[src/rtl/hd44780_rx.sv]
// hd44780_rx - receive side of an HD44780-style character LCD bus.
//
// Samples lcd_e / lcd_rs / data through a synchronizer and accepts one
// transfer per falling edge of E. Instructions update the cursor address and
// display flags. Data writes land in a 2x16 character buffer, which is exposed
// on a registered read port. A clear instruction, and reset, fill the buffer
// with spaces over 32 clocks while busy is high.
//
// Ports:
//   clk, rst       system clock, synchronous active-high reset
//   lcd_e          enable strobe; a transfer is taken on its falling edge
//   lcd_rs         register select (0 = instruction, 1 = data)
//   data[7:0]      LCD data bus
//   rd_addr[4:0]   buffer read index {line, column}
//   rd_data[7:0]   buffer[rd_addr], one clock of latency
//   cursor_addr    DDRAM address counter (AC)
//   disp_on, cursor_on, blink_on, two_line, entry_inc   decoded flags
//   busy           clear in progress; transfers are dropped
//   cmd_strobe     one-cycle pulse per accepted transfer
//   overrun        sticky, a transfer arrived while busy
module hd44780_rx #(
  parameter int SYNC_STAGES = 2  // must be at least 2
) (
  input  logic       clk,
  input  logic       rst,
  input  logic       lcd_e,
  input  logic       lcd_rs,
  input  logic [7:0] data,
  input  logic [4:0] rd_addr,
  output logic [7:0] rd_data,
  output logic [6:0] cursor_addr,
  output logic       disp_on,
  output logic       cursor_on,
  output logic       blink_on,
  output logic       two_line,
  output logic       entry_inc,
  output logic       busy,
  output logic       cmd_strobe,
  output logic       overrun
);

  typedef enum logic {
    ST_IDLE  = 1'b0,
    ST_CLEAR = 1'b1
  } state_t;

  // Cursor moves with the two-line DDRAM wrap. Out-of-range addresses
  // 0x68-0x7F wrap forward to 0x00.
  function automatic logic [6:0] cur_inc(input logic [6:0] a);
    if (a == 7'h27)       return 7'h40;
    else if (a >= 7'h67)  return 7'h00;
    else                  return a + 7'd1;
  endfunction

  // Out-of-range addresses 0x28-0x3F fall back to the end of line one.
  function automatic logic [6:0] cur_dec(input logic [6:0] a);
    if (a == 7'h00)                               return 7'h67;
    else if (a == 7'h40)                          return 7'h27;
    else if ((a >= 7'h28) && (a <= 7'h3F))        return 7'h27;
    else                                          return a - 7'd1;
  endfunction

  // Stage: input synchronizers and E delay flop
  logic [SYNC_STAGES-1:0] e_sync_q;
  logic [SYNC_STAGES-1:0] rs_sync_q;
  logic [7:0]             data_sync_q [SYNC_STAGES];
  logic                   e_dly_q;

  always_ff @(posedge clk) begin
    if (rst) begin
      e_sync_q  <= '0;
      rs_sync_q <= '0;
      for (int i = 0; i < SYNC_STAGES; i++) data_sync_q[i] <= '0;
      e_dly_q   <= 1'b0;
    end else begin
      e_sync_q       <= {e_sync_q[SYNC_STAGES-2:0], lcd_e};
      rs_sync_q      <= {rs_sync_q[SYNC_STAGES-2:0], lcd_rs};
      data_sync_q[0] <= data;
      for (int i = 1; i < SYNC_STAGES; i++) data_sync_q[i] <= data_sync_q[i-1];
      e_dly_q        <= e_sync_q[SYNC_STAGES-1];
    end
  end

  // rs/data come from the same sync stage as E, so they are the values held
  // while E was still high.
  logic       xfer;
  logic       xrs;
  logic [7:0] xd;
  assign xfer = e_dly_q & ~e_sync_q[SYNC_STAGES-1];
  assign xrs  = rs_sync_q[SYNC_STAGES-1];
  assign xd   = data_sync_q[SYNC_STAGES-1];

  // Stage: decode and control state
  state_t     state_q, state_d;
  logic [4:0] clr_idx_q, clr_idx_d;
  logic [6:0] cursor_q, cursor_d;
  logic       disp_q, disp_d;
  logic       curs_q, curs_d;
  logic       blink_q, blink_d;
  logic       two_q, two_d;
  logic       inc_q, inc_d;
  logic       strobe_q, strobe_d;
  logic       ovr_q, ovr_d;
  logic       wr_en;
  logic [4:0] wr_idx;
  logic [7:0] wr_data;

  always_comb begin
    state_d   = state_q;
    clr_idx_d = clr_idx_q;
    cursor_d  = cursor_q;
    disp_d    = disp_q;
    curs_d    = curs_q;
    blink_d   = blink_q;
    two_d     = two_q;
    inc_d     = inc_q;
    strobe_d  = 1'b0;
    ovr_d     = ovr_q;
    wr_en     = 1'b0;
    wr_idx    = clr_idx_q;
    wr_data   = 8'h20;

    case (state_q)
      ST_CLEAR: begin
        wr_en     = 1'b1;
        clr_idx_d = clr_idx_q + 5'd1;
        if (clr_idx_q == 5'd31) state_d = ST_IDLE;
        if (xfer) ovr_d = 1'b1;
      end
      default: begin
        if (xfer) begin
          strobe_d = 1'b1;
          if (xrs) begin
            // Only columns 0-15 of each line are backed by the buffer.
            if (cursor_q[5:4] == 2'b00) begin
              wr_en   = 1'b1;
              wr_idx  = {cursor_q[6], cursor_q[3:0]};
              wr_data = xd;
            end
            cursor_d = inc_q ? cur_inc(cursor_q) : cur_dec(cursor_q);
          end else begin
            casez (xd)
              8'b1???????: cursor_d = xd[6:0];
              8'b01??????: begin end
              8'b001?????: two_d = xd[3];
              8'b0001????: begin
                if (!xd[3]) cursor_d = xd[2] ? cur_inc(cursor_q) : cur_dec(cursor_q);
              end
              8'b00001???: begin
                disp_d  = xd[2];
                curs_d  = xd[1];
                blink_d = xd[0];
              end
              8'b000001??: inc_d = xd[1];
              8'b0000001?: cursor_d = 7'h00;
              8'b00000001: begin
                cursor_d  = 7'h00;
                inc_d     = 1'b1;
                clr_idx_d = 5'd0;
                state_d   = ST_CLEAR;
              end
              default: begin end
            endcase
          end
        end
      end
    endcase
  end

  always_ff @(posedge clk) begin
    if (rst) begin
      state_q   <= ST_CLEAR;
      clr_idx_q <= 5'd0;
      cursor_q  <= 7'h00;
      disp_q    <= 1'b0;
      curs_q    <= 1'b0;
      blink_q   <= 1'b0;
      two_q     <= 1'b0;
      inc_q     <= 1'b1;
      strobe_q  <= 1'b0;
      ovr_q     <= 1'b0;
    end else begin
      state_q   <= state_d;
      clr_idx_q <= clr_idx_d;
      cursor_q  <= cursor_d;
      disp_q    <= disp_d;
      curs_q    <= curs_d;
      blink_q   <= blink_d;
      two_q     <= two_d;
      inc_q     <= inc_d;
      strobe_q  <= strobe_d;
      ovr_q     <= ovr_d;
    end
  end

  // Stage: character buffer and registered read port
  logic [7:0] mem_q [32];
  logic [7:0] rd_data_q;

  always_ff @(posedge clk) begin
    if (wr_en) mem_q[wr_idx] <= wr_data;
  end

  // Reads the pre-write contents, so a same-cycle write returns the old value.
  always_ff @(posedge clk) begin
    if (rst) rd_data_q <= 8'h00;
    else     rd_data_q <= mem_q[rd_addr];
  end

  assign rd_data     = rd_data_q;
  assign cursor_addr = cursor_q;
  assign disp_on     = disp_q;
  assign cursor_on   = curs_q;
  assign blink_on    = blink_q;
  assign two_line    = two_q;
  assign entry_inc   = inc_q;
  assign busy        = (state_q == ST_CLEAR);
  assign cmd_strobe  = strobe_q;
  assign overrun     = ovr_q;

endmodule

[config.mk]
export PLATFORM = sky130hd
export DESIGN_NAME = hd44780_rx
export DESIGN_NICKNAME = d
export VERILOG_FILES = /design/src/rtl/hd44780_rx.sv
export SDC_FILE = /design/constraint.sdc
export NUM_CORES = 1
export LEC_CHECK = 0
export CORE_UTILIZATION = 57
export CTS_BUF_LIST = sky130_fd_sc_hd__clkbuf_4 sky130_fd_sc_hd__clkbuf_8
export DETAILED_ROUTE_END_ITERATION = 10
export PLACE_DENSITY_LB_ADDON = 0.1
export SYNTH_ARGS = -nofsm -noshare
export SYNTH_HDL_FRONTEND = slang
export SYNTH_SLANG_ARGS = --single-unit
[constraint.sdc]
create_clock -name clk -period 2.7 [get_ports clk]
set_input_delay 0.27 -clock clk [delete_from_list [all_inputs] [get_ports clk]]
set_output_delay 0.27 -clock clk [all_outputs]
set_load 0.01 [all_outputs]
# Yosys cells after proc, flatten, opt, wreduce, memory -nomap -nowiden
# Memory sizes are Yosys's and may differ from the RTL's. A register that Yosys moved wholly into a read port is not among the register bits.
# Index checks and enable logic that the tools add are counted.
[totals]
output_inout_bits = 23
regBits = 25
in_bits = 17
mem_count = 2
word_cells = 93
mem_bits_rw = 272
[memory_table]
columns = ["name", "words", "word_bits", "read_ports", "rd_ports_with_merged_regs", "write_ports", "line_no", "text"]
rows = [
  ["mem_q", 32, 8, 1, 1, 1, "197", "logic [7:0] mem_q [32];"],
  ["data_sync_q", 2, 8, 2, 0, 2, "66", "logic [7:0] data_sync_q [SYNC_STAGES];"],
]
[op_classes]
addsub = 3
order_cmp = 3
mux = 40
bitwise_logic = 6
reduce_logical = 15
eq_ne = 11
[ops]
columns = ["cell", "n"]
rows = [
  ["2-to-1 mux 7 bit", 9],
  ["2-to-1 mux 8 bit", 6],
  ["2-to-1 mux 5 bit", 8],
  ["case mux 7 bit (3 select lines)", 1],
  ["AND reduction 4 bit", 4],
  ["2-to-1 mux 1 bit", 15],
  ["equality test 8 x 1 -> 1 bit, second input constant", 1],
  ["adder 7 x 1 -> 7 bit, second input constant", 1],
  ["equality test 7 x 1 -> 1 bit, second input constant", 1],
  ["equality test 7 x 6 -> 1 bit, second input constant", 1],
  ["equality test 7 bit, second input constant", 1],
  [">= comparator 7 x 6 -> 1 bit, second input constant", 1],
  [">= comparator 7 bit, second input constant", 1],
  ["less-or-equal comparator 7 x 6 -> 1 bit, second input constant", 1],
  ["logical NOT 7 bit", 1],
  ["subtractor 7 x 1 -> 7 bit, second input constant", 1],
  ["equality test 6 x 1 -> 1 bit, second input constant", 1],
  ["nonzero test 2 bit", 3],
  ["adder 5 x 1 -> 5 bit, second input constant", 1],
  ["equality test 5 x 1 -> 1 bit, second input constant", 1],
  ["equality test 5 bit, second input constant", 1],
  ["equality test 4 x 1 -> 1 bit, second input constant", 1],
  ["nonzero test 4 bit", 1],
  ["OR reduction 2 bit", 2],
  ["other kinds (11)", 14],
]

# Depth between registers and ports, before layout
[logic_depth]
depth_word = 9
ltp_mapped = 9
mapped_depth_nobuf = 8

# Worst setup path before layout
# OpenSTA, ideal clock, no wires.
[synth_path]
path_kind = "register to register"
start = "register state_q (netlist: busy)"
end = "memory mem_q[10][0] (enable)"
setup_slack_ps = 168
synth_period_minus_slack_ps = 2532
stages_incl_launch_ff = 6
t_required_ps = 2317
setup_ps = 383
t_arrival_ps = 2148
path_buffers = 1
cell_sequence = "dfxtp_1 > nor3b_2 > nand3_1 > clkbuf_1 > o32a_1 > nor3_1"
[synth_between]
elab_chain_len = 3
word_cells_on_any_way = 4
classes_between = "mux (4)"
[synth_rtl]
columns = ["element", "line_no", "text"]
rows = [
  ["start, declared", "94", "state_t state_q, state_d;"],
  ["start signal, assigned", "183", "state_q <= state_d;"],
  ["2-to-1 mux 1 bit", "123", "case (state_q)"],
  ["2-to-1 mux 1 bit", "201", "if (wr_en) mem_q[wr_idx] <= wr_data;"],
  ["2-to-1 mux 1 bit (not written as such)", "201", ""],
  ["end, declared", "197", ""],
]
# Parallel ways exist; a longest one is shown, timed or not.

# Worst setup path in the final report
[layout_path]
start = "register rs_sync_q[1]"
end = "memory mem_q[10][7] (enable)"
[layout_between]
elab_chain_len = 5
word_cells_on_any_way = 8
classes_between = "mux (8)"
[layout_rtl]
columns = ["element", "line_no", "text"]
rows = [
  ["start, declared", "65", "logic [SYNC_STAGES-1:0] rs_sync_q;"],
  ["start signal, assigned", "77", "rs_sync_q <= {rs_sync_q[SYNC_STAGES-2:0], lcd_rs};"],
  ["2-to-1 mux 1 bit", "133", "if (xrs) begin"],
  ["2-to-1 mux 1 bit", "131", "if (xfer) begin"],
  ["2-to-1 mux 1 bit", "123", ""],
  ["2-to-1 mux 1 bit", "201", ""],
  ["2-to-1 mux 1 bit (not written as such)", "201", ""],
]
# Parallel ways exist; a longest one is shown, timed or not.

==> results.cfg <==
[pwr]
power_frac_comb = 0.041
p_int_mw = 7.38
p_sw_mw = 1.89
vdd_drop_max_mv = 0.431
leakage_nw = 4.36
seqPwrFrac = 0.554
swShare = 0.204
p_total_mw = 9.27
powerDensity_nw_per_um2 = 652
p_clk_frac = 0.404

[global_route]
grt_pass1_vias = 6930
antenna_found_initial = 0
grt-ovfl-total = 0
grt_max_degree = 52
grt_pass1_wl_um = 40300
gr-usage-all-layers = 0.251

[min_path]
min_from = data[0]
hold_path_class = primary input to flop

[final_layout]
diodes = 0
fin_area_um2 = 14200
num-nets-final = 821
drive_gt1_frac = 0.279
syn2layout_area_growth_pct = 16.2
nFillCells = 1401

[clocking]
postCtsHoldBufs = 0
cts-buffers-inserted = 46
postCtsSetupBuffers = 0
clock-root-buffer = clkbuf_8
h-tree-depth = 2
cts_tree = done
clock-sinks = 305
clk_latency_ns = 0.56
cts_resized = 0
clk_pin_slew_worst_paths_ns = 0.06
clock_path_buffers = 3

[route]
drtIter0Drc = 669
antenna_left = 0
wl_um = 26300
routedWlPerCell_um = 23.7
dr.pass1.iters = 6
vias_per_cell = 6.09
vias = 6749
drc = 0

[place]
routabilityCongestion = 0.932
pre_cts_slack_ns = 0.260
dpl_cell_area_um2 = 13300
hpwlAfterDp_um = 17100
numPortBuffers = 39

[outcome]
outcome = complete, no violations

[critical_path]
slowest_delay_ns = 0.67
crit_arrival_ns = 2.74
crit_type = flop to flop
crit_fanout = 12
worstPathCellList = nand3_1, o32a_1, nor3_1, buf_4
worst-endpoint-required_ns = 2.97
slowest_stage = o32a_1
start_kind = flop
cp-end-kind = flop
r2r_start = rs_sync_q[1]
worstSetupStartpoint = rs_sync_q[1]

[die]
die_y_um = 149
die_area_um2 = 22100
dieWidth_um = 149
rows = 53
initial_core_util = 0.583
core_um2 = 21000
io_pins = 40

[sta]
setup-tns-final_ns = 0
final-setup-viol-count = 0
finalHoldViolCount = 0
fmaxAchievable_mhz = 406
period_share = 0.913
setup_slack_ns = 0.236
rsz0062_at_grt = false
clock_skew_ns = 0.0316
worst_slew_pin_slew_ns = 0.923
slew_headroom = 0.384
period_needed_ns = 2.46
hold_slack_ns = 0.272
drv_slew = 0

[synth]
ys_warn_count = 0
synth.avg_cell_area_um2 = 17.7
synth-seq-cells = 305
ys_seq_area_frac = 0.708
syn_nets = 714
synth_area_leaders = edfxtp_1 63%, mux4_2 15%, dfxtp_1 8.0%
synth_edf_count = 256
synthCells = 692
synthDominantCellAreaShare = 0.628
synth-async-reset-ratio = 0
ys_types = 54
ys.flop_type = edfxtp_1
yosysTopAreaCell = edfxtp_1
syn_area_um2 = 12200

[run]
drv_cap = 0
-- state kept, by name (all words and copies together) (netlist names) --
register / cells
blink_on: 1
busy: 1
clr_idx_q: 5
cmd_strobe: 1
cursor_addr: 7
cursor_on: 1
data_sync_q: 16
disp_on: 1
e_dly_q: 1
e_sync_q: 2
entry_inc: 1
mem_q: 256
overrun: 1
rd_data: 8
rs_sync_q: 2
two_line: 1
-- power groups by stage --
stage	clock [mW]	sequential [mW]	combinational (mW)
3_3_place_gp	0	5.23	0.380
2_1_floorplan	0	5.23	0.253
3_5_place_dp	0	5.24	0.386
4_1_cts	3.83	5.14	0.387
5_1_grt	4.00	5.14	0.412
6_report	3.75	5.14	0.383
-- layout make-up --
cell class	instances	area, um2	share of cell area
multi-input cells	333	3340	0.235
clock inverters	10	46.3	0.00325
repair buffers	101	893	0.0628
inverters	12	45.0	0.00317
well taps	275	344	0.0242
clock buffers	73	892	0.0627
flip-flops and latches	305	8670	0.609
-- metrics by stage --
step	utilization	std cells
after global routing	0.677	1109
after CTS	0.677	1109
after global placement	0.632	1026
final	0.677	1109
after floorplan	-	692
after detailed placement	0.632	1026
-- logic make-up after synthesis --
| family | Yosys count | share of synthesized area |
|---|---|---|
| XOR/XNOR | 4 | 0.00286 |
| multiplexers | 93 | 0.158 |
| AO/OA/AOI/OAI | 68 | 0.0380 |
| AND/OR/NAND/NOR | 163 | 0.0688 |
| flip-flops | 305 | 0.708 |
| adder cells (fa/ha/maj) | 5 | 0.00511 |
| buffers and inverters | 54 | 0.0197 |
-- worst paths after layout --
check	slack, ns	to	cells past startpoint
max	0.24	mem_q[10][7]	4
min	0.27	data_sync_q[0][0]	2
max reg2reg	0.24	mem_q[10][7]	4
min reg2reg	0.43	data_sync_q[0][13]	1
-- per-layer routing --
| metal | GRT usage | vias up | routed length [um] |
|---|---|---|---|
| li1 | - | 2989 | - |
| met1 | 0.339 | 3410 | 10500 |
| met2 | 0.407 | 295 | 13000 |
| met3 | 0.0509 | 55 | 2010 |
| met4 | 0.0933 | 0 | 719 |
| met5 | 0 | - | 0 |
-- Yosys cell counts (all sizes together) (14+ instances only) --
cell type and n:
a21oi 15, buf 21, clkbuf 21, dfxtp 49
edfxtp 256, mux4 80, nand2 21, nand3 14
nor2 37, nor2b 25, nor3 31, o21ai 15
-- critical path: cells and delay by family (launching register included) --
family / cells / cell delay (ns)
AND/OR/NAND/NOR: 2 / 0.75
AO/OA/AOI/OAI: 1 / 0.67
flip-flops: 1 / 0.57
buffers and inverters: 1 / 0.19
-- cell usage in the layout, fill, tap and decap left out, types with 5 or more instances in the layout --
master,synthesis,final
mux2i_1,13,13
nand3_1,14,14
ha_1,5,5
inv_1,12,12
clkdlybuf4s50_1,0,36
edfxtp_1,256,256
nand2b_1,6,6
mux4_2,80,80
clkbuf_4,0,18
nor2b_1,25,25
a31oi_1,10,10
dfxtp_1,49,49
nor3_1,31,31
o21ai_0,15,15
buf_4,6,59
clkinv_1,0,5
nor2_1,37,36
a21oi_1,15,15
clkbuf_8,0,55
nand2_1,21,21
and2_1,8,8
No activity file was read; power rests on OpenSTA's default activity.
